$ cat config.mk
export PLATFORM = sky130hd
export DESIGN_NAME = lp_ctrl_clk_lane_gen2
export DESIGN_NICKNAME = d
export VERILOG_FILES = /design/src/rtl/lp_ctrl_clk_lane_gen2.sv
export SDC_FILE = /design/constraint.sdc
export NUM_CORES = 1
export LEC_CHECK = 0
export CORE_MARGIN = 1
export CORE_UTILIZATION = 25
export CTS_BUF_LIST = sky130_fd_sc_hd__clkbuf_8
export DETAILED_ROUTE_END_ITERATION = 7
export GPL_TIMING_DRIVEN = 1
export PLACE_DENSITY_LB_ADDON = 0.05
export SYNTH_ARGS = -nofsm -noshare
export SYNTH_HDL_FRONTEND = slang
export SYNTH_SLANG_ARGS = --single-unit
$ cat constraint.sdc
create_clock -name TxClkEsc -period 2.2 [get_ports TxClkEsc]
set_clock_uncertainty 0.15 [all_clocks]
set_input_delay 0.22 -clock TxClkEsc [delete_from_list [all_inputs] [get_ports TxClkEsc]]
set_output_delay 0.22 -clock TxClkEsc [all_outputs]
set_load 0.01 [all_outputs]
$ cat src/rtl/lp_ctrl_clk_lane_gen2.sv
// D-PHY clock-lane LP controller (TxClkEsc domain) with internal per-state timers.
// Optional LPCTRL_PROG_TIMING_EN: timing taken from cfg_t_* ports instead of parameters.
module lp_ctrl_clk_lane_gen2 #(
  parameter int unsigned CNT_WIDTH = 16,
  parameter int unsigned T_LPX     = 5,
  parameter int unsigned T_PREPARE = 4,
  parameter int unsigned T_ZERO    = 30,
  parameter int unsigned T_PRE     = 8,
  parameter int unsigned T_POST    = 10,
  parameter int unsigned T_TRAIL   = 6,
  parameter int unsigned T_WAKEUP  = 100
) (
  input  logic                 TxClkEsc,
  input  logic                 rst,
  input  logic                 Enable,
  input  logic                 ForceTxStopmode,
  input  logic                 TxRequestHS,
  input  logic                 TxUlpsClk,
  input  logic                 TxUlpsExit,
  input  logic                 cont_clk_mode,
`ifdef LPCTRL_PROG_TIMING_EN
  input  logic [CNT_WIDTH-1:0] cfg_t_lpx,
  input  logic [CNT_WIDTH-1:0] cfg_t_prepare,
  input  logic [CNT_WIDTH-1:0] cfg_t_zero,
  input  logic [CNT_WIDTH-1:0] cfg_t_pre,
  input  logic [CNT_WIDTH-1:0] cfg_t_post,
  input  logic [CNT_WIDTH-1:0] cfg_t_trail,
  input  logic [CNT_WIDTH-1:0] cfg_t_wakeup,
`endif
  output logic [1:0]           LP_MODE_SEQ,
  output logic                 HS_EN,
  output logic                 HS_CLK_EN,
  output logic                 TxReadyHS,
  output logic                 Stopstate,
  output logic                 UlpsActiveNot,
  output logic                 ULP_CG_EN,
  output logic [3:0]           state_o
);

  typedef enum logic [3:0] {
    StOff      = 4'd0,
    StStop     = 4'd1,
    StHsRqst   = 4'd2,
    StBridge   = 4'd3,
    StHsZero   = 4'd4,
    StHsPre    = 4'd5,
    StHsActive = 4'd6,
    StHsPost   = 4'd7,
    StTrail    = 4'd8,
    StUlpsRqst = 4'd9,
    StUlps     = 4'd10,
    StUlpsExit = 4'd11
  } state_e;

  state_e               state_q, state_d;
  logic [CNT_WIDTH-1:0] cnt_q, cnt_d;
  logic                 timer_done;

  logic [1:0] lp_q, lp_d;
  logic       hs_en_q, hs_en_d;
  logic       hs_clk_en_q, hs_clk_en_d;
  logic       ready_q, ready_d;
  logic       stop_q, stop_d;
  logic       ulps_not_q, ulps_not_d;
  logic       cg_en_q, cg_en_d;

  // Counter load values are duration-1 so a state lasts exactly its duration.
  logic [CNT_WIDTH-1:0] ld_lpx, ld_prepare, ld_zero, ld_pre, ld_post, ld_trail, ld_wakeup;

`ifdef LPCTRL_PROG_TIMING_EN
  // A programmed zero behaves like one cycle.
  function automatic logic [CNT_WIDTH-1:0] to_load(input logic [CNT_WIDTH-1:0] v);
    return (v == '0) ? '0 : v - CNT_WIDTH'(1);
  endfunction

  assign ld_lpx     = to_load(cfg_t_lpx);
  assign ld_prepare = to_load(cfg_t_prepare);
  assign ld_zero    = to_load(cfg_t_zero);
  assign ld_pre     = to_load(cfg_t_pre);
  assign ld_post    = to_load(cfg_t_post);
  assign ld_trail   = to_load(cfg_t_trail);
  assign ld_wakeup  = to_load(cfg_t_wakeup);
`else
  assign ld_lpx     = CNT_WIDTH'(T_LPX - 1);
  assign ld_prepare = CNT_WIDTH'(T_PREPARE - 1);
  assign ld_zero    = CNT_WIDTH'(T_ZERO - 1);
  assign ld_pre     = CNT_WIDTH'(T_PRE - 1);
  assign ld_post    = CNT_WIDTH'(T_POST - 1);
  assign ld_trail   = CNT_WIDTH'(T_TRAIL - 1);
  assign ld_wakeup  = CNT_WIDTH'(T_WAKEUP - 1);
`endif

  assign timer_done = (cnt_q == '0);

  always_comb begin
    state_d = state_q;
    cnt_d   = timer_done ? '0 : cnt_q - CNT_WIDTH'(1);
    if (!Enable) begin
      state_d = StOff;
      cnt_d   = '0;
    end else if (ForceTxStopmode && (state_q != StOff)) begin
      state_d = StStop;
      cnt_d   = '0;
    end else begin
      case (state_q)
        StOff: state_d = StStop;
        StStop: begin
          if (TxRequestHS) begin
            state_d = StHsRqst;
            cnt_d   = ld_lpx;
          end else if (TxUlpsClk) begin
            state_d = StUlpsRqst;
            cnt_d   = ld_lpx;
          end
        end
        StHsRqst: if (timer_done) begin
          state_d = StBridge;
          cnt_d   = ld_prepare;
        end
        StBridge: if (timer_done) begin
          state_d = StHsZero;
          cnt_d   = ld_zero;
        end
        StHsZero: if (timer_done) begin
          state_d = StHsPre;
          cnt_d   = ld_pre;
        end
        StHsPre: if (timer_done) state_d = StHsActive;
        StHsActive: if (!TxRequestHS && !cont_clk_mode) begin
          state_d = StHsPost;
          cnt_d   = ld_post;
        end
        StHsPost: if (timer_done) begin
          state_d = StTrail;
          cnt_d   = ld_trail;
        end
        StTrail:    if (timer_done) state_d = StStop;
        StUlpsRqst: if (timer_done) state_d = StUlps;
        StUlps: if (TxUlpsExit) begin
          state_d = StUlpsExit;
          cnt_d   = ld_wakeup;
        end
        StUlpsExit: if (timer_done) state_d = StStop;
        default: begin
          state_d = StOff;
          cnt_d   = '0;
        end
      endcase
    end
  end

  // Outputs are decoded from the next state so they register alongside it.
  always_comb begin
    lp_d        = 2'b11;
    hs_en_d     = 1'b0;
    hs_clk_en_d = 1'b0;
    ready_d     = 1'b0;
    stop_d      = 1'b0;
    ulps_not_d  = 1'b1;
    cg_en_d     = 1'b0;
    case (state_d)
      StStop:     stop_d = 1'b1;
      StHsRqst:   lp_d   = 2'b01;
      StBridge:   lp_d   = 2'b00;
      StHsZero: begin
        lp_d    = 2'b00;
        hs_en_d = 1'b1;
      end
      StHsPre, StHsPost: begin
        lp_d        = 2'b00;
        hs_en_d     = 1'b1;
        hs_clk_en_d = 1'b1;
      end
      StHsActive: begin
        lp_d        = 2'b00;
        hs_en_d     = 1'b1;
        hs_clk_en_d = 1'b1;
        ready_d     = 1'b1;
      end
      StTrail: begin
        lp_d    = 2'b00;
        hs_en_d = 1'b1;
      end
      StUlpsRqst: lp_d = 2'b10;
      StUlps: begin
        lp_d       = 2'b00;
        ulps_not_d = 1'b0;
        cg_en_d    = 1'b1;
      end
      StUlpsExit: lp_d = 2'b10;
      default: ;
    endcase
  end

  always_ff @(posedge TxClkEsc) begin
    if (rst) begin
      state_q     <= StOff;
      cnt_q       <= '0;
      lp_q        <= 2'b11;
      hs_en_q     <= 1'b0;
      hs_clk_en_q <= 1'b0;
      ready_q     <= 1'b0;
      stop_q      <= 1'b0;
      ulps_not_q  <= 1'b1;
      cg_en_q     <= 1'b0;
    end else begin
      state_q     <= state_d;
      cnt_q       <= cnt_d;
      lp_q        <= lp_d;
      hs_en_q     <= hs_en_d;
      hs_clk_en_q <= hs_clk_en_d;
      ready_q     <= ready_d;
      stop_q      <= stop_d;
      ulps_not_q  <= ulps_not_d;
      cg_en_q     <= cg_en_d;
    end
  end

  assign LP_MODE_SEQ   = lp_q;
  assign HS_EN         = hs_en_q;
  assign HS_CLK_EN     = hs_clk_en_q;
  assign TxReadyHS     = ready_q;
  assign Stopstate     = stop_q;
  assign UlpsActiveNot = ulps_not_q;
  assign ULP_CG_EN     = cg_en_q;
  assign state_o       = state_q;

endmodule
* Yosys cells after proc, flatten, opt, wreduce, memory -nomap -nowiden
Cells that the tools add are included.
** Word-level totals
- Register bits :: 28
- Bits of input ports :: 8
- Output and inout bits :: 12
** Cells by class
- Add/subtract/negate cells :: 1
- Equal/unequal tests :: 22
- Mux-type cells :: 31
- Bitwise gates (word level) :: 1
- Reductions and logical operators :: 14
** Operators with widths (number)
- two-way mux 16 bit :: 9
- one-hot mux 16 bit (8 select lines) :: 1
- two-way mux 4 bit :: 13
- one-hot mux 4 bit (11 select lines) :: 1
- equality test 4 x 3 -> 1 bit, second input constant :: 8
- equality test 4 bit, second input constant :: 8
- equality test 4 x 2 -> 1 bit, second input constant :: 4
- zero test 16 bit :: 1
- subtractor 16 x 1 -> 16 bit, second input constant :: 1
- OR reduction 5 bit :: 2
- equality test 4 x 1 -> 1 bit, second input constant :: 2
- OR reduction 7 bit :: 1
- two-way mux 1 bit :: 6
- one-hot mux 2 bit (3 select lines) :: 1
- OR reduction 3 bit :: 2
- zero test 4 bit :: 1
- nonzero test 4 bit :: 1
- OR reduction 2 bit :: 2
- logical AND 1 bit :: 2
- zero test 1 bit :: 2
- NOT 1 bit :: 1

* Depth between registers and ports, before layout
- Word-level depth :: 9
- Mapped depth :: 10
- Mapped depth without buffers :: 8

* Worst setup path before layout
No wires, ideal clock.
- Kind :: register to register
- From :: register cnt_q[0]
- To :: register lp_q[1], in the netlist LP_MODE_SEQ[1]
- Arrival time :: 1.818 ns
- Required time :: 1.930 ns
- Path slack :: 0.112 ns
- Stages on the path, launching flop included :: 10
- Buffers on the path :: 1
- Period minus slack after synthesis :: 2.088 ns
- Path through :: dfxtp_1 > inv_1 > ha_1 > nor3b_2 > and4_1 > buf_4 > o211a_1 > a22oi_2 > inv_1 > a211o_1
** Between the ends
- Longest elaborated chain between the ends :: 8
** RTL lines
- from (decl) :: line 56 : logic [CNT_WIDTH-1:0] cnt_q, cnt_d;
- from (signal assigned) :: line 208 : cnt_q <= cnt_d;
- zero test 16 bit * :: line 93 : assign timer_done = (cnt_q == '0);
- two-way mux 4 bit, or another cell as far along :: line 137, 143
- one-hot mux 4 bit (11 select lines) * :: line 105 : case (state_q)
- two-way mux 4 bit * :: line 101 : end else if (ForceTxStopmode && (state_q != StOff)) begin
- two-way mux 4 bit * :: line 98 : if (!Enable) begin
- equality test 4 bit, or another cell as far along :: line 161 : case (state_d)
- OR reduction 7 bit (no line) / OR reduction 2 bit (equally long branches)
- one-hot mux 2 bit (3 select lines) * :: line 161
- to (signal assigned) :: line 209 : lp_q <= lp_d;
- to (decl) :: line 59 : logic [1:0] lp_q, lp_d;
Every way passes the cells marked *; elsewhere a longest branch is shown, timed or not.
A chain may end at the register's enable or synchronous reset.

* Worst setup path after layout
- From :: register cnt_q[1]
- To :: register lp_q[1], in the netlist LP_MODE_SEQ[1]
Same word-level chain as after synthesis.

==> metrics.yaml <==
met1_length_um: 2321
syn_nets: 210
power_density_nw_per_um2: 878.5
p_leak_nw: 0.9277
numPortBuffers: 19
grt_pass1_wl_um: 7672
crit_path_max_fanout: 4
path_class: "flop to flop"
cts_tree: "done"
place_area_um2: 2157
crit_start: "cnt_q[1]$_SDFF_PP0_"
ys_types: 54
status: "completed"
start_util: 0.2586
start_kind: "flop"
vdd_ir_drop_max_mv: 0.3671
dp_cells: 326
drc: 0
yosysSeqAreaShare: 0.3433
max-clock-path-buffers: 2
cts_root_buf: "clkbuf_8"
period_minus_slack_ps: 2131
timing.final.crit_share: 0.9685
n_fill_cell: 675
final_cells: 331
antennaDiodeCount: 0
fin_nets: 264
tns_ps: 0
fmax_ghz: 0.4693
globalRouteTotalUtil: 0.1377
syn_area_per_cell_um2: 8.123
synth_warnings: 0
vias: 1567
crit_required_ps: 2220
synth_area_leaders: "dfxtp_1, nor2_1, xnor2_1"
final-hold-violation-count: 0
grt_max_degree: 17
fp.dieW_um: 82.82
ant_nets: 0
drt_wl_total_um: 4754
worstHoldStart: "cnt_q[15]$_SDFF_PP0_"
cap_violations: 0
pin_count: 20
overflow: 0
postSynthCellCount: 201
synth_top_area_cell: "dfxtp_1"
clkSinkCount: 28
wl_met3_um: 136
rsz0062_at_grt: "true"
via_per_inst: 4.734
met2_length_um: 2272
whs_ps: 400.0
worstPathArrival_ps: 2150
worst_pin_slew_ps: 417.6
relSlewSlack: 0.7197
drt_iter0_drc: 46
yosysTopAreaCellShare: 0.3433
place_congestion: 0.7466
cts_inserted_buffers: 3
synth_edf_count: 0
hold_path.class: "flop to flop"
area_growth_pct: 41.00
fp.dieH_um: 82.82
r2r-start: "cnt_q[1]$_SDFF_PP0_"
htreeDepth: 1
dr.pass1.iters: 4
clk_latency_ps: 280
synthArstFlopShare: 0
dieArea_um2: 6858
final_cell_area_um2: 2302
rows: 29
top_layer: "met4"
antenna_found_initial: 0
syn_area_um2: 1633
final-max-slew-violation-count: 0
routedWlPerCell_um: 14.36
ys_ff_latch: 28
r2r_slack_ps: 70
synthFlopType: "dfxtp_1"
post-dp-hpwl_um: 3678
core_um2: 6314
cp-end-kind: "flop"
first_global_vias: 1621
drive_above_1_share: 0.2638
clk_pin_slew_ps: 100
setup_viol: 0
## layer usage
metal / global-route usage / vias up
li1: - / 814
met1: 0.1774 / 725
met2: 0.2377 / 26
met3: 0.02783 / 2
met4: 0.02821 / 0
met5: 0 / -
## through the flow
stage / utilization / total power, mW / setup slack [ps]
finish: 0.3646 / 2.022 / 69.27
global route: 0.3646 / 2.158 / -29.89
CTS: 0.3543 / 1.979 / 3.888
detailed placement: 0.3417 / 1.530 / -55.91
global placement: 0.3417 / 1.520 / -22.18
floorplan: - / 1.240 / 112.2
## sequential cells by signal, indices dropped and copies added (netlist names)
| register | flops |
|---|---|
| LP_MODE_SEQ | 2 |
| state_o | 4 |
| cnt_q | 16 |
| TxReadyHS | 1 |
| UlpsActiveNot | 1 |
| HS_EN | 1 |
| HS_CLK_EN | 1 |
| ULP_CG_EN | 1 |
| Stopstate | 1 |
## cells by family after synthesis
kind of cell | share of synthesized area
simple gates | 0.3142
xor+xnor | 0.08046
mux | 0.006131
flops | 0.3433
buf+inv | 0.05211
compound gates | 0.1962
fa+ha+maj | 0.007662
## cell usage after synthesis, types with 4 or more instances
master,n
a21oi_1,10
o21ai_0,7
nor2_1,29
nand4_1,4
nor2b_1,5
buf_2,5
inv_1,8
dfxtp_1,28
nor3_1,6
nand2b_1,11
nor4_1,6
xor2_1,6
a31oi_1,4
xnor2_1,9
nand2_1,12
## worst paths after layout
| check | depth (start not counted) | to |
|---|---|---|
| worst max-delay path | 8 | LP_MODE_SEQ[1]$_SDFF_PP1_ |
| worst min-delay path | 2 | cnt_q[15]$_SDFF_PP0_ |
| worst max register to register | 8 | LP_MODE_SEQ[1]$_SDFF_PP1_ |
| worst min register to register | 2 | cnt_q[15]$_SDFF_PP0_ |
## cell usage in the layout, fill, tap and decap left out, types with 3 or more instances in the layout
master / Yosys / final
nor4_1: 6 / 4
xnor2_1: 9 / 9
nor2b_1: 5 / 5
nor2_1: 29 / 29
o21ai_0: 7 / 7
nand2b_1: 11 / 11
a21oi_1: 10 / 10
and2_1: 3 / 3
inv_1: 8 / 6
nand4_1: 4 / 4
clkdlybuf4s50_1: 0 / 19
buf_4: 1 / 39
dfxtp_2: 0 / 4
nand2_1: 12 / 11
a31oi_1: 4 / 4
xor2_1: 6 / 6
or3_1: 3 / 3
dfxtp_1: 28 / 24
nor3_1: 6 / 6
nand3_1: 3 / 3
clkbuf_8: 0 / 3
## area by class of cell
cell class | count | area [um^2] | area share
Clock inverter | 1 | 30.03 | 0.01304
Inverter | 8 | 30.03 | 0.01304
Tap cell | 77 | 96.34 | 0.04185
Clock buffer | 3 | 41.29 | 0.01793
Multi-Input combinational cell | 155 | 1045 | 0.4538
Timing Repair Buffer | 59 | 494.2 | 0.2147
Sequential cell | 28 | 565.5 | 0.2457
## what timing repair did
action                                 4_1_cts  5_1_grt
hold buffers                                 0        0
pin swaps                                    0        5
endpoints found under the hold margin        0        0
gates cloned                                 0        0
setup endpoints to repair                    8       21
gates resized for setup                      2       15
setup buffers                                0        1
## power by group
| group | switching, mW | internal [mW] |
|---|---|---|
| clock network | 0.169 | 0.244 |
| logic | 0.474 | 0.521 |
| registers | 0.0566 | 0.559 |
| total | 0.699 | 1.32 |
## worst max-delay path, stage by stage (launching register included)
cell     delay (ps)
dfxtp_2         340
inv_2            60
ha_4            130
nor3b_4         250
and4_4          300
mux2i_2         270
a21oi_2          90
buf_4           140
a211o_1         290
Power figures use the tool's default switching activity.
